===== src/rtl/txshift.sv =====
// txshift: serial transmit shift register for the USRT link.
//
// Takes bytes over a valid/ready handshake and sends each one on o_Tx_Serial
// as an 11-bit frame: start (0), 8 data bits LSB first, bit 9, stop (1).
// i_Bclk is a level sampled in the i_Pclk domain. The line only moves on a
// detected rising edge of that level, so the far end can sample on falling
// edges.
//
// A one-entry holding register sits in front of the shifter. The next byte
// can be queued while a frame is on the line, and it follows with no idle bit.
//
// Build option: define TXSHIFT_PARITY_EN to carry a parity bit in bit 9.
// PARITY_ODD selects even (0) or odd (1) parity. With the macro undefined,
// bit 9 is a second stop bit and PARITY_ODD has no effect.

module txshift #(
    parameter bit PARITY_ODD = 1'b0
) (
    input  logic       i_Pclk,
    input  logic       i_Reset,
    input  logic       i_Bclk,
    input  logic       i_Tx_Start,
    input  logic [7:0] i_Tx_Data,
    output logic       o_Tx_Serial,
    output logic       o_Ready,
    output logic       o_Busy,
    output logic       o_Done
);

    localparam int          FRAME_BITS = 11;
    localparam logic [3:0]  LAST_IDX   = 4'd10;

    typedef enum logic {
        ST_IDLE  = 1'b0,
        ST_SHIFT = 1'b1
    } state_t;

    state_t                  state_reg, state_next;

    logic                    bclk_prev_reg;
    logic                    bclk_rise;

    logic                    hold_full_reg, hold_full_next;
    logic [7:0]              hold_data_reg, hold_data_next;

    logic [FRAME_BITS-1:0]   frame_reg, frame_next;
    logic [3:0]              idx_reg, idx_next;
    logic [3:0]              idx_inc;

    logic                    tx_reg, tx_next;
    logic                    busy_reg, busy_next;
    logic                    done_reg, done_next;

    logic                    parity_bit;
    logic [FRAME_BITS-1:0]   hold_frame;

    // Bit-clock rising edge: this cycle's level is high and last cycle's was low.
    assign bclk_rise = i_Bclk & ~bclk_prev_reg;
    assign idx_inc   = idx_reg + 4'd1;

`ifdef TXSHIFT_PARITY_EN
    // Parity over the queued byte. Odd parity inverts the XOR reduction.
    assign parity_bit = PARITY_ODD ? ~(^hold_data_reg) : (^hold_data_reg);
`else
    // Second stop bit. The parameter is folded in only to keep it referenced;
    // the result is always 1.
    assign parity_bit = 1'b1 | PARITY_ODD;
`endif

    // Frame image of the queued byte: start, data LSB first, bit 9, stop.
    assign hold_frame[0]            = 1'b0;
    assign hold_frame[9]            = parity_bit;
    assign hold_frame[FRAME_BITS-1] = 1'b1;

    genvar gi;
    generate
        for (gi = 0; gi < 8; gi++) begin : g_frame_data
            assign hold_frame[gi+1] = hold_data_reg[gi];
        end
    endgenerate

    // Next-state, handshake and line logic. All updates are gated by a
    // bit-clock rise, except the byte load, which follows the handshake.
    always_comb begin
        state_next     = state_reg;
        hold_full_next = hold_full_reg;
        hold_data_next = hold_data_reg;
        frame_next     = frame_reg;
        idx_next       = idx_reg;
        tx_next        = tx_reg;
        busy_next      = busy_reg;
        done_next      = 1'b0;

        // Accept a byte only while the holding register is empty. A transfer
        // needs the register full, so a load and a transfer never happen in
        // the same cycle.
        if (i_Tx_Start && !hold_full_reg) begin
            hold_full_next = 1'b1;
            hold_data_next = i_Tx_Data;
        end

        case (state_reg)
            ST_IDLE: begin
                tx_next   = 1'b1;
                busy_next = 1'b0;
                if (bclk_rise && hold_full_reg) begin
                    frame_next     = hold_frame;
                    idx_next       = 4'd0;
                    tx_next        = hold_frame[0];
                    busy_next      = 1'b1;
                    hold_full_next = 1'b0;
                    state_next     = ST_SHIFT;
                end
            end

            ST_SHIFT: begin
                if (bclk_rise) begin
                    if (idx_reg != LAST_IDX) begin
                        idx_next = idx_inc;
                        tx_next  = frame_reg[idx_inc];
                    end else begin
                        // The stop bit has been on the line for a full bit time.
                        done_next = 1'b1;
                        if (hold_full_reg) begin
                            // Back-to-back: the next start bit replaces the stop bit.
                            frame_next     = hold_frame;
                            idx_next       = 4'd0;
                            tx_next        = hold_frame[0];
                            hold_full_next = 1'b0;
                        end else begin
                            idx_next   = 4'd0;
                            tx_next    = 1'b1;
                            busy_next  = 1'b0;
                            state_next = ST_IDLE;
                        end
                    end
                end
            end

            default: begin
                state_next = ST_IDLE;
            end
        endcase
    end

    // State and datapath registers. Reset abandons any frame in flight and
    // clears the holding register.
    always_ff @(posedge i_Pclk) begin
        if (i_Reset) begin
            state_reg     <= ST_IDLE;
            bclk_prev_reg <= 1'b0;
            hold_full_reg <= 1'b0;
            hold_data_reg <= 8'h00;
            frame_reg     <= '1;
            idx_reg       <= 4'd0;
            tx_reg        <= 1'b1;
            busy_reg      <= 1'b0;
            done_reg      <= 1'b0;
        end else begin
            state_reg     <= state_next;
            bclk_prev_reg <= i_Bclk;
            hold_full_reg <= hold_full_next;
            hold_data_reg <= hold_data_next;
            frame_reg     <= frame_next;
            idx_reg       <= idx_next;
            tx_reg        <= tx_next;
            busy_reg      <= busy_next;
            done_reg      <= done_next;
        end
    end

    assign o_Tx_Serial = tx_reg;
    assign o_Ready     = ~hold_full_reg;
    assign o_Busy      = busy_reg;
    assign o_Done      = done_reg;

endmodule

===== config.mk =====
export PLATFORM = sky130hd
export DESIGN_NAME = txshift
export DESIGN_NICKNAME = d
export VERILOG_FILES = /design/src/rtl/txshift.sv
export SDC_FILE = /design/constraint.sdc
export NUM_CORES = 1
export LEC_CHECK = 0
export ABC_AREA = 1
export CAP_MARGIN = 20
export CORE_UTILIZATION = 55
export CTS_CLUSTER_DIAMETER = 60
export DETAILED_ROUTE_END_ITERATION = 6
export GPL_TIMING_DRIVEN = 0
export PLACE_DENSITY = 0.79
export SYNTH_ARGS = -nofsm -noshare
export SYNTH_HDL_FRONTEND = slang
export SYNTH_SLANG_ARGS = --single-unit

===== constraint.sdc =====
create_clock -name i_Pclk -period 2.35 [get_ports i_Pclk]
set_input_delay 0.3525 -clock i_Pclk [delete_from_list [all_inputs] [get_ports i_Pclk]]
set_output_delay 0.3525 -clock i_Pclk [all_outputs]
set_load 0.01 [all_outputs]

; Word-level counts from Yosys, hierarchy flattened
; Cells that the tools add are included.
[word_totals]
rom_bits = 0
in_bits = 12
mem_count = 0
ff_bits = 29
ram_bits = 0
latch_bits = 0
out_inout_bits = 4
[op_classes]
n_reduce_logical = 7
order_cmp = 1
add_sub_neg = 1
bitwise_logic = 5
mul = 0
n_shift = 0
eq_ne = 6
n_mux = 32
n_div = 0
[ops]
columns = op, count
row1 = 11-bit 2-to-1 mux, 4
row2 = 11-bit case mux with 2 select lines, 1
row3 = 1-bit 2-to-1 mux, 18
row4 = 4-bit 2-to-1 mux, 3
row5 = 1-bit case mux with 2 select lines, 4
row6 = 4-bit case mux with 2 select lines, 1
row7 = 2-bit inequality test (second input constant), 3
row8 = 4-bit by 5-bit less-than comparator with 1-bit output (second input constant), 1
row9 = 4-bit by 1-bit adder with 4-bit output (second input constant), 1
row10 = 1-bit binary-select mux with 4-bit select, 1
row11 = 2-bit by 1-bit inequality test with 1-bit output (second input constant), 2
row12 = 4-bit inequality test (second input constant), 1
row13 = 1-bit inverter, 4
row14 = 4-bit AND reduction, 1
row15 = 3-bit AND reduction, 1
row16 = 3-bit OR reduction, 1
row17 = 1-bit logical AND, 2
row18 = 2-bit AND reduction, 1
row19 = 1-bit bitwise AND, 1
row20 = 1-bit zero test, 1

; Depth between registers and ports, before layout
; Gate-level depths: netlist (run 1).
[logic_depth]
word_depth = 7
ltp_mapped = 10
depth_no_buf = 9

; Least setup slack after synthesis (run 1)
; Ideal clock, no wire load.
[synth_path]
path_kind = reg2reg
from = register idx_reg[0]
to = register tx_reg (netlist: o_Tx_Serial)
setup_ps = 115
path_stages_with_launch = 11
n_path_buf = 1
t_arrival_ps = 1305
synth_period_minus_slack_ps = 1420
t_required_ps = 2235
setup_slack_ps = 930
cell_sequence = dfxtp_1 -> buf_2 -> inv_1 -> ha_1 -> inv_1 -> nand3_1 -> nand3_1 -> nand3_1 -> nand2_1 -> nand2_1 -> nand2_1
[synth_via]
elab_chain_len = 6
[synth_lines]
columns = element, line
row1 = from (decl), 47  ; logic [3:0] idx_reg, idx_next;
row2 = from (signal assigned), 165  ; idx_reg <= idx_next;
row3 = 4-bit by 1-bit adder with 4-bit output, 59  ; assign idx_inc = idx_reg + 4'd1;
row4 = 1-bit binary-select mux with 4-bit select, 120  ; tx_next = frame_reg[idx_inc];
row5 = 1-bit 2-to-1 mux (implied by the code), 120
row6 = 1-bit 2-to-1 mux (*), 118  ; if (idx_reg != LAST_IDX) begin
row7 = 1-bit 2-to-1 mux (*), 117  ; if (bclk_rise) begin
row8 = 1-bit case mux with 2 select lines (*), 102  ; case (state_reg)
row9 = to (signal assigned), 166  ; tx_reg <= tx_next;
row10 = to (decl), 50  ; logic tx_reg, tx_next;
; Mark *: on every way between the ends. The rest lies on a longest branch, timed or not. The select of a mux whose other input is x is not followed.
; A chain may end at the register's enable or synchronous reset.

; Worst setup path after layout (run 1)
; Ends and elaborated chain as after synthesis.

==> results_dict.tcl, run 1 <==
set metrics [dict create \
    reg2reg_from "idx_reg[0]$_SDFFE_PP0P_" \
    first_iter_violations 14 \
    fmax_mhz 603 \
    comb_power_share_pct 14.9 \
    wl_per_cell_um 10.2 \
    drv_slew 0 \
    min_period_over_period_pct 70.6 \
    drc 0 \
    dr.pass1.iters 5 \
    postSynthRegisterBits 27 \
    die-width_um 49.2 \
    layout-drive-gt1-share_pct 14.2 \
    cts_root_buffer "clkbuf_4" \
    fin_nets 191 \
    clock_latency_ps 330 \
    num_rows 16 \
    reg2reg_to "o_Tx_Serial$_SDFFE_PP1P_" \
    sequentialPowerShare_pct 60.3 \
    hold_viol_final 0 \
    r2r_cells 9 \
    async_reset_ff_share_pct 0 \
    cts_hold_buf 0 \
    rsz0062_at_grt "no" \
    yosys_warnings 0 \
    swShare_pct 26.7 \
    core_area_um2 2020 \
    syn_area_um2 1230 \
    crit_arrival_ps 1890 \
    min_period_ps 1660 \
    r2r_slack_ps 690 \
    worstMarginPinSlew_ps 371 \
    required_ps 2580 \
    synth_edf_count 0 \
    tns_ps 0 \
    largest_reg_flops 9 \
    ys_seq_area_share_pct 44.0 \
    grtUsageTotal_pct 19.5 \
    cts_resized 0 \
    cpMaxStageDelayCell "ha_1" \
    p_sw_mw 0.221 \
    setup_violations 0 \
    cp_max_fo 10 \
    dp.cells 199 \
    yosysTopAreaCellShare_pct 44.0 \
    avgSynthCellArea_um2 7.82 \
    slowest_delay_ps 380 \
    pin_count 16 \
    syn_nets 171 \
    cpLargestDelayFamily "adder cells" \
    viasPerCell 5.05 \
    worst_clock_skew_ps 12.7 \
    ys_types 24 \
    status "completed" \
    irDropWorstVdd_v 0.000391 \
    fill_cells 159 \
    postCtsSetupBuffers 0 \
    die_y_um 49.2 \
    cts.clk_slew.worst_paths_ps 160 \
    diodes 0 \
    yosysTopAreaCell "dfxtp_1" \
    p_int_mw 0.608 \
    hold_end "frame_reg[6]$_SDFFE_PP1P_" \
    dieArea_um2 2420 \
    relSlewSlack_pct 75.1 \
    grt_max_degree 17 \
    grt_pass1_wl_um 3680 \
    criticalPathCategory "register to register" \
    tritoncts "yes" \
    cp-start-kind "register" \
    gp_congestion 0.826 \
    clk_path_buf_depth 2 \
    clockPowerShare_pct 24.8 \
    netlist_instances 157 \
    place.port_buffers 15 \
    vias 1025 \
    cts_buffers 3 \
    grt_pass1_vias 919 \
    syn2layout_area_growth_pct 17.4 \
    synthFlopType "dfxtp_1" \
    yosys-top-cells-count "nand2_1, nor2_1, dfxtp_1, inv_1, o21ai_0" \
    setup.worst_path.end_class "register" \
    wirelength_um 2070 \
    final_cell_count_no_fill 203 \
    ant_nets 0 \
    hp-start "hold_data_reg[5]$_SDFFE_PP0P_" \
    cts_sinks 27 \
    hp-class "register to register" \
    cp_cell_sequence "buf_2 > inv_1 > ha_1 > o21ai_0 > nor2_1 > nand2_1 > nand2_1 > nand2_1 > nand2_1" \
    antenna_found_initial 0 \
    hold_depth 2 \
    start_util_pct 60.7 \
    crit_top_cell "nand2_1" \
    max-cap-violations 0 \
    grt-ovfl-total 0 \
    synthTopCellsByArea "dfxtp_1, nand2_1, nor2_1" \
    dp.final_hpwl_um 1620 \
    p_per_area_nw_per_um2 575 \
    leakagePower_nw 0.657 \
    crit_buf_inv 2 \
    cts_htree_levels 1 \
]
-- power groups by stage --
stage | logic [mW] | registers [mW] | clock network, mW
6_report | 0.124 | 0.500 | 0.205
5_1_grt | 0.143 | 0.504 | 0.228
4_1_cts | 0.125 | 0.500 | 0.213
3_5_place_dp | 0.124 | 0.510 | 0
3_3_place_gp | 0.122 | 0.509 | 0
2_1_floorplan | 0.0850 | 0.508 | 0
-- worst max-delay path by stage --
stage                                         from                        end  slack [ps]  cells past startpoint
after floorplan            idx_reg[0]$_SDFFE_PP0P_   o_Tx_Serial$_SDFFE_PP1P_         930                     10
after global placement                      i_Bclk  frame_reg[4]$_SDFFE_PP1P_         690                      9
after detailed placement                    i_Bclk  frame_reg[3]$_SDFFE_PP1P_         660                      9
after CTS                 hold_full_reg$_SDFF_PP0_                    o_Ready         690                      2
after global routing       idx_reg[0]$_SDFFE_PP0P_   o_Tx_Serial$_SDFFE_PP1P_         540                     10
final                      idx_reg[0]$_SDFFE_PP0P_   o_Tx_Serial$_SDFFE_PP1P_         690                      9
-- cell usage in the layout (no fill, tap or decap), drive strengths merged --
cell,synthesis,routed
nor2,32,32
clkinvlp,0,1
xnor2,1,1
clkdlybuf4s50,0,15
a22oi,1,1
xor2,3,3
dfxtp,27,27
a21oi,3,3
nand2,33,33
o211ai,7,7
o21ai,13,13
buf,3,3
inv,20,20
clkbuf,1,4
nand3,11,11
ha,2,2
-- cell families (layout without fill, tap and decap cells) --
| kind of cell | after synthesis | after routing | share of synthesized area (%) |
|---|---|---|---|
| xor gates and xnor gates | 4 | 4 | 2.85 |
| buffers and inverters | 24 | 43 | 9.07 |
| and+or+nand+nor | 76 | 76 | 27.4 |
| adders and majority gates | 2 | 2 | 2.04 |
| DFF | 27 | 27 | 44.0 |
| AOI/OAI and AO/OA | 24 | 24 | 14.6 |
-- final cells by class --
cell class	instances	area, µm²	area share (%)
timing repair buffer	15	150	10.4
inverter	20	77.6	5.38
tap	27	33.8	2.34
buffer	4	33.8	2.34
clock inverter	1	7.51	0.521
multi-input combinational	106	576	39.9
clock buffer	3	22.5	1.56
sequential	27	541	37.5
-- routing by layer --
metal / GRT usage, % / share of wire (%)
met5: 0 / 0
met4: 7.35 / 1.3
met3: 3.12 / 3.8
met2: 32.6 / 46
met1: 24.8 / 49
-- tightest hold or removal path: cells and delay by family, from the launching register on --
kind            cells  cell delay (ps)
compound gates      1               50
flops               1              360
simple gates        1               60
-- per-stage QoR --
step	total power, mW	hold slack (ps)	instance area [µm²]	util, %	setup WS [ps]
after floorplan	0.593	422	1230	-	930
final	0.829	482	1440	71.3	691
after detailed placement	0.635	454	1410	69.8	661
after global placement	0.631	451	1410	69.8	687
after global routing	0.875	520	1440	71.3	540
after CTS	0.838	488	1440	71.3	691
Power figures use the tool's default switching activity.
==> run 2, diff against run 1 <==
- CORE_UTILIZATION: 55 -> 53
- PLACE_DENSITY: 0.79 -> 0.76
- clock period: 2.35 -> 1.62 ns (I/O delays scaled with it)
==> results_dict.tcl, run 2 (same netlist as run 1, synthesis figures left out) <==
set metrics [dict create \
    r2r_slack_ps 120 \
    dieArea_um2 2510 \
    r2r_cells 10 \
    fin_nets 192 \
    final_cell_count_no_fill 205 \
    comb_power_share_pct 15.7 \
    power.total_mw 1.19 \
    dp.cells 200 \
    cp_cell_sequence "inv_1 > clkdlybuf4s50_1" \
    dr.pass1.iters 4 \
    clk_path_buf_depth 2 \
    drc 0 \
    die-width_um 50.1 \
    syn2layout_area_growth_pct 19.9 \
    wirelength_um 2180 \
    hold_depth 2 \
    setup_violations 0 \
    required_ps 1380 \
    status "completed" \
    cp_max_fo 4 \
    sequentialPowerShare_pct 60.8 \
    crit_arrival_ps 1290 \
    num_rows 17 \
    vias 993 \
    grt_max_degree 16 \
    cts_htree_levels 1 \
    cpMaxStageDelayCell "clkdlybuf4s50_1" \
    p_sw_mw 0.310 \
    clockPowerShare_pct 23.5 \
    gp_congestion 0.831 \
    fmax_mhz 651 \
    fill_cells 193 \
    core_area_um2 2190 \
    design_area_um2 1470 \
    p_per_area_nw_per_um2 811 \
    hold_viol_final 0 \
    cts_root_buffer "clkbuf_4" \
    cts_sinks 27 \
    relSlewSlack_pct 72.6 \
    p_int_mw 0.883 \
    worst_clock_skew_ps 5.74 \
    placed_area_um2 1410 \
    max-cap-violations 0 \
    ant_nets 0 \
    cp-start-kind "register" \
    min_period_over_period_pct 94.9 \
    pin_count 16 \
    reg2reg_from "idx_reg[0]$_SDFFE_PP0P_" \
    hp-class "register to register" \
    grtUsageTotal_pct 20.6 \
    hold_end "frame_reg[5]$_SDFFE_PP1P_" \
    min_period_ps 1540 \
    antenna_found_initial 0 \
    setup.worst_path.end_class "output port" \
    clock_latency_ps 320 \
    worstMarginPinSlew_ps 408 \
    slowest_delay_ps 530 \
    viasPerCell 4.84 \
    layout_common_cells "nand2_1, nor2_1, dfxtp_1" \
    layout-drive-gt1-share_pct 16.4 \
    irDropWorstVdd_v 0.000732 \
    layout_setup_ws_ps 83.1 \
    largest_reg_flops 9 \
    reg2reg_to "frame_reg[7]$_SDFFE_PP1P_" \
    cts_hold_buf 0 \
    grt_pass1_wl_um 3820 \
    swShare_pct 26.0 \
    criticalPathCategory "register to output port" \
    dp.final_hpwl_um 1580 \
    grt-ovfl-total 0 \
    cts.clk_slew.worst_paths_ps 140 \
    tritoncts "yes" \
    leakagePower_nw 0.666 \
    diodes 0 \
    place.port_buffers 15 \
    pre_cts_slack_ps 16.3 \
    first_iter_violations 20 \
    start_util_pct 56.0 \
    cts_buffers 3 \
    hp-start "hold_data_reg[4]$_SDFFE_PP0P_" \
    tns_ps 0 \
    wl_per_cell_um 10.6 \
    grt_pass1_vias 890 \
    die_y_um 50.1 \
    drv_slew 0 \
]
==> run 2: how the worst max path moves through the flow <==
stage                        startpoint                        end  slack, ps
2_1_floorplan   idx_reg[0]$_SDFFE_PP0P_   o_Tx_Serial$_SDFFE_PP1P_        200
3_3_place_gp    idx_reg[0]$_SDFFE_PP0P_   o_Tx_Serial$_SDFFE_PP1P_         50
3_5_place_dp    idx_reg[0]$_SDFFE_PP0P_   o_Tx_Serial$_SDFFE_PP1P_         20
4_1_cts         idx_reg[0]$_SDFFE_PP0P_  frame_reg[7]$_SDFFE_PP1P_         60
5_1_grt         idx_reg[0]$_SDFFE_PP0P_   o_Tx_Serial$_SDFFE_PP1P_        -10
6_report       hold_full_reg$_SDFF_PP0_                    o_Ready         80
==> run 2: power by group through the flow <==
stage                     Clock [mW]  Sequential [mW]  Combinational, mW
after floorplan                    0            0.736              0.123
after global placement             0            0.738              0.176
after detailed placement           0            0.740              0.182
after CTS                      0.295            0.725              0.185
after global routing           0.323            0.730              0.212
final                          0.281            0.726              0.187
==> run 2: per-layer routing <==
layer / GRT usage [%] / vias up / wire length (µm)
met5: 0 / - / 0
li1: - / 532 / -
met1: 23.7 / 443 / 1020
met3: 3.70 / 2 / 50
met2: 36.0 / 16 / 1100
met4: 10.0 / 0 / 15
==> run 2: cell type report <==
type	instances	area [µm²]	share of cell area, %
clock buffers	3	22.5	1.53
multi-input cells	106	588	40.0
well taps	28	35.0	2.38
plain buffers	4	40.0	2.72
clock inverters	1	5.00	0.340
repair buffers	16	158	10.7
flip-flops and latches	27	542	36.8
inverters	20	81.3	5.53
==> run 2: worst max-delay path, delay by kind of cell (launching register included) <==
kind | cells | cell delay [ps]
buffers and inverters | 2 | 610
flip-flops | 1 | 370
==> run 2: timing repair <==
action / in CTS / in global routing
setup buffers: 0 / 1
endpoints found under the setup margin: 1 / 14
gates resized for setup: 1 / 5
cloned: 0 / 0
==> run 2: per-stage QoR <==
step,util (%),hold slack [ps]
3_3_place_gp,64.5,448
5_1_grt,67.2,505
6_report,67.2,473
3_5_place_dp,64.5,452
2_1_floorplan,-,312
4_1_cts,66.3,483
==> run 3, diff against run 2 <==
--- a/config.mk
+++ b/config.mk
@@ -13,3 +13,5 @@
 export GPL_TIMING_DRIVEN = 0
+export MAX_ROUTING_LAYER = met4
 export PLACE_DENSITY = 0.76
+export SLEW_MARGIN = 20
 export SYNTH_ARGS = -nofsm -noshare
==> constraint.sdc (replaced) <==
create_clock -name i_Pclk -period 1.62 [get_ports i_Pclk]
set_input_delay 0.486 -clock i_Pclk [delete_from_list [all_inputs] [get_ports i_Pclk]]
set_output_delay 0.486 -clock i_Pclk [all_outputs]
set_load 0.01 [all_outputs]
==> results_dict.tcl, run 3 (same netlist as run 1, synthesis figures left out) <==
set metrics [dict create \
    status "completed" \
    seqCellArea_um2 543 \
    required_ps 1130 \
    dieArea_um2 2510 \
    cp_cell_sequence "inv_1 > dlygate4sd2_1" \
    final_cell_count_no_fill 205 \
    grt_max_degree 16 \
    clockPowerShare_pct 23.6 \
    pin_count 16 \
    num_rows 17 \
    cts.clk_slew.worst_paths_ps 140 \
    p_per_area_nw_per_um2 812 \
    ant_nets 0 \
    relSlewSlack_pct 72.6 \
    hp-start "hold_data_reg[4]$_SDFFE_PP0P_" \
    wl_per_cell_um 10.7 \
    dr.pass1.iters 4 \
    cts_htree_levels 1 \
    tritoncts "yes" \
    dp.final_hpwl_um 1580 \
    dp.cells 200 \
    irDropWorstVdd_v 0.000731 \
    cpMaxStageDelayCell "dfxtp_2" \
    fmax_mhz 659 \
    grt-ovfl-total 0 \
    slowest_delay_ps 380 \
    place.port_buffers 15 \
    antenna_found_initial 0 \
    grtUsageTotal_pct 21.2 \
    setup.worst_path.end_class "output port" \
    die_y_um 50.1 \
    clock_latency_ps 320 \
    layout_setup_ws_ps 103 \
    hold_depth 2 \
    worstMarginPinSlew_ps 408 \
    cp_max_fo 4 \
    drv_slew 0 \
    crit_buf_inv 2 \
    power.total_mw 1.19 \
    cp-start-kind "register" \
    p_sw_mw 0.310 \
    cts_sinks 27 \
    max-cap-violations 0 \
    swShare_pct 26.0 \
    start_util_pct 56.0 \
    vias 1000 \
    syn2layout_area_growth_pct 19.6 \
    fill_cells 195 \
    layout-drive-gt1-share_pct 16.9 \
    largest_reg_flops 9 \
    sequentialPowerShare_pct 60.9 \
    comb_power_share_pct 15.5 \
    pre_cts_slack_ps -207 \
    fin_nets 192 \
    gp_congestion 0.844 \
    hold_viol_final 0 \
    r2r_cells 10 \
    criticalPathCategory "register to output port" \
    multi_input_area_um2 588 \
    wirelength_um 2200 \
    cpLargestDelayFamily "flip-flops" \
    grt_pass1_vias 889 \
    grt_pass1_wl_um 3820 \
    cts_hold_buf 0 \
    p_int_mw 0.881 \
    r2r_slack_ps 120 \
    cts_root_buffer "clkbuf_4" \
    cts_buffers 3 \
    crit_arrival_ps 1030 \
    die-width_um 50.1 \
    setup_violations 0 \
    clk_path_buf_depth 2 \
    min_period_ps 1520 \
    drc 0 \
    min_period_over_period_pct 93.7 \
    diodes 0 \
    viasPerCell 4.88 \
    hp-class "register to register" \
    layout_common_cells "nand2_1, nor2_1, dfxtp_1" \
    crit_start "hold_full_reg$_SDFF_PP0_" \
    first_iter_violations 20 \
    worst_clock_skew_ps 5.16 \
    path_depth 2 \
    reg2reg_from "idx_reg[0]$_SDFFE_PP0P_" \
    leakagePower_nw 0.674 \
    core_area_um2 2190 \
]
run 3: cell count changes in the layout (fill, tap and decap cells not counted), sizes merged:
cell and change:
clkdlybuf4s50 -4, dlygate4sd2 +4
run 3: area by class of cell:
cell class / count / area share (%)
multi-input combinational: 106 / 40.1
clock inverter: 1 / 0.341
buffer: 4 / 2.73
clock buffer: 3 / 1.53
timing repair buffer: 16 / 10.4
tap: 28 / 2.39
sequential: 27 / 37.0
inverter: 20 / 5.54
run 3: power by group through the flow:
stage	Clock, mW	Sequential, mW	Combinational (mW)
6_report	0.281	0.726	0.184
5_1_grt	0.323	0.731	0.209
4_1_cts	0.295	0.726	0.182
3_5_place_dp	0	0.740	0.182
3_3_place_gp	0	0.738	0.176
2_1_floorplan	0	0.736	0.123
run 3: path summary, 6_finish.rpt:
kind / to
max: o_Ready
min: frame_reg[5]$_SDFFE_PP1P_
max reg2reg: frame_reg[7]$_SDFFE_PP1P_
min reg2reg: frame_reg[5]$_SDFFE_PP1P_
run 3: metal layers:
layer / share of wire, % / GRT usage [%] / up-vias
li1: - / - / 532
met1: 46 / 23.7 / 448
met4: 1.4 / 10.0 / 0
met2: 50 / 36.0 / 16
met3: 2.3 / 3.70 / 4
met5: 0 / - / -
run 3: timing repair:
item	4_1_cts	5_1_grt
endpoints found under the hold margin	0	0
endpoints found under the setup margin	5	14
setup buffers	0	1
gates resized for setup	6	5
run 3: metrics by stage:
stage | setup TNS [ps] | instance area [µm²] | utilization [%] | hold WS [ps]
global placement | -3080 | 1410 | 64.5 | 448
detailed placement | -3630 | 1410 | 64.5 | 452
CTS | 0 | 1450 | 66.1 | 483
global route | -12.9 | 1470 | 67.0 | 506
finish | 0 | 1470 | 67.0 | 473
floorplan | 0 | 1230 | - | 439
run 3: worst register-to-register path, cell delays in order, from the launching register on:
cell	delay (ps)
dfxtp_2	360
buf_6	140
clkinvlp_4	150
ha_4	190
nand2_2	100
nand2_4	80
nand2_4	70
inv_4	60
buf_12	140
nand2_2	60
nand3_2	50
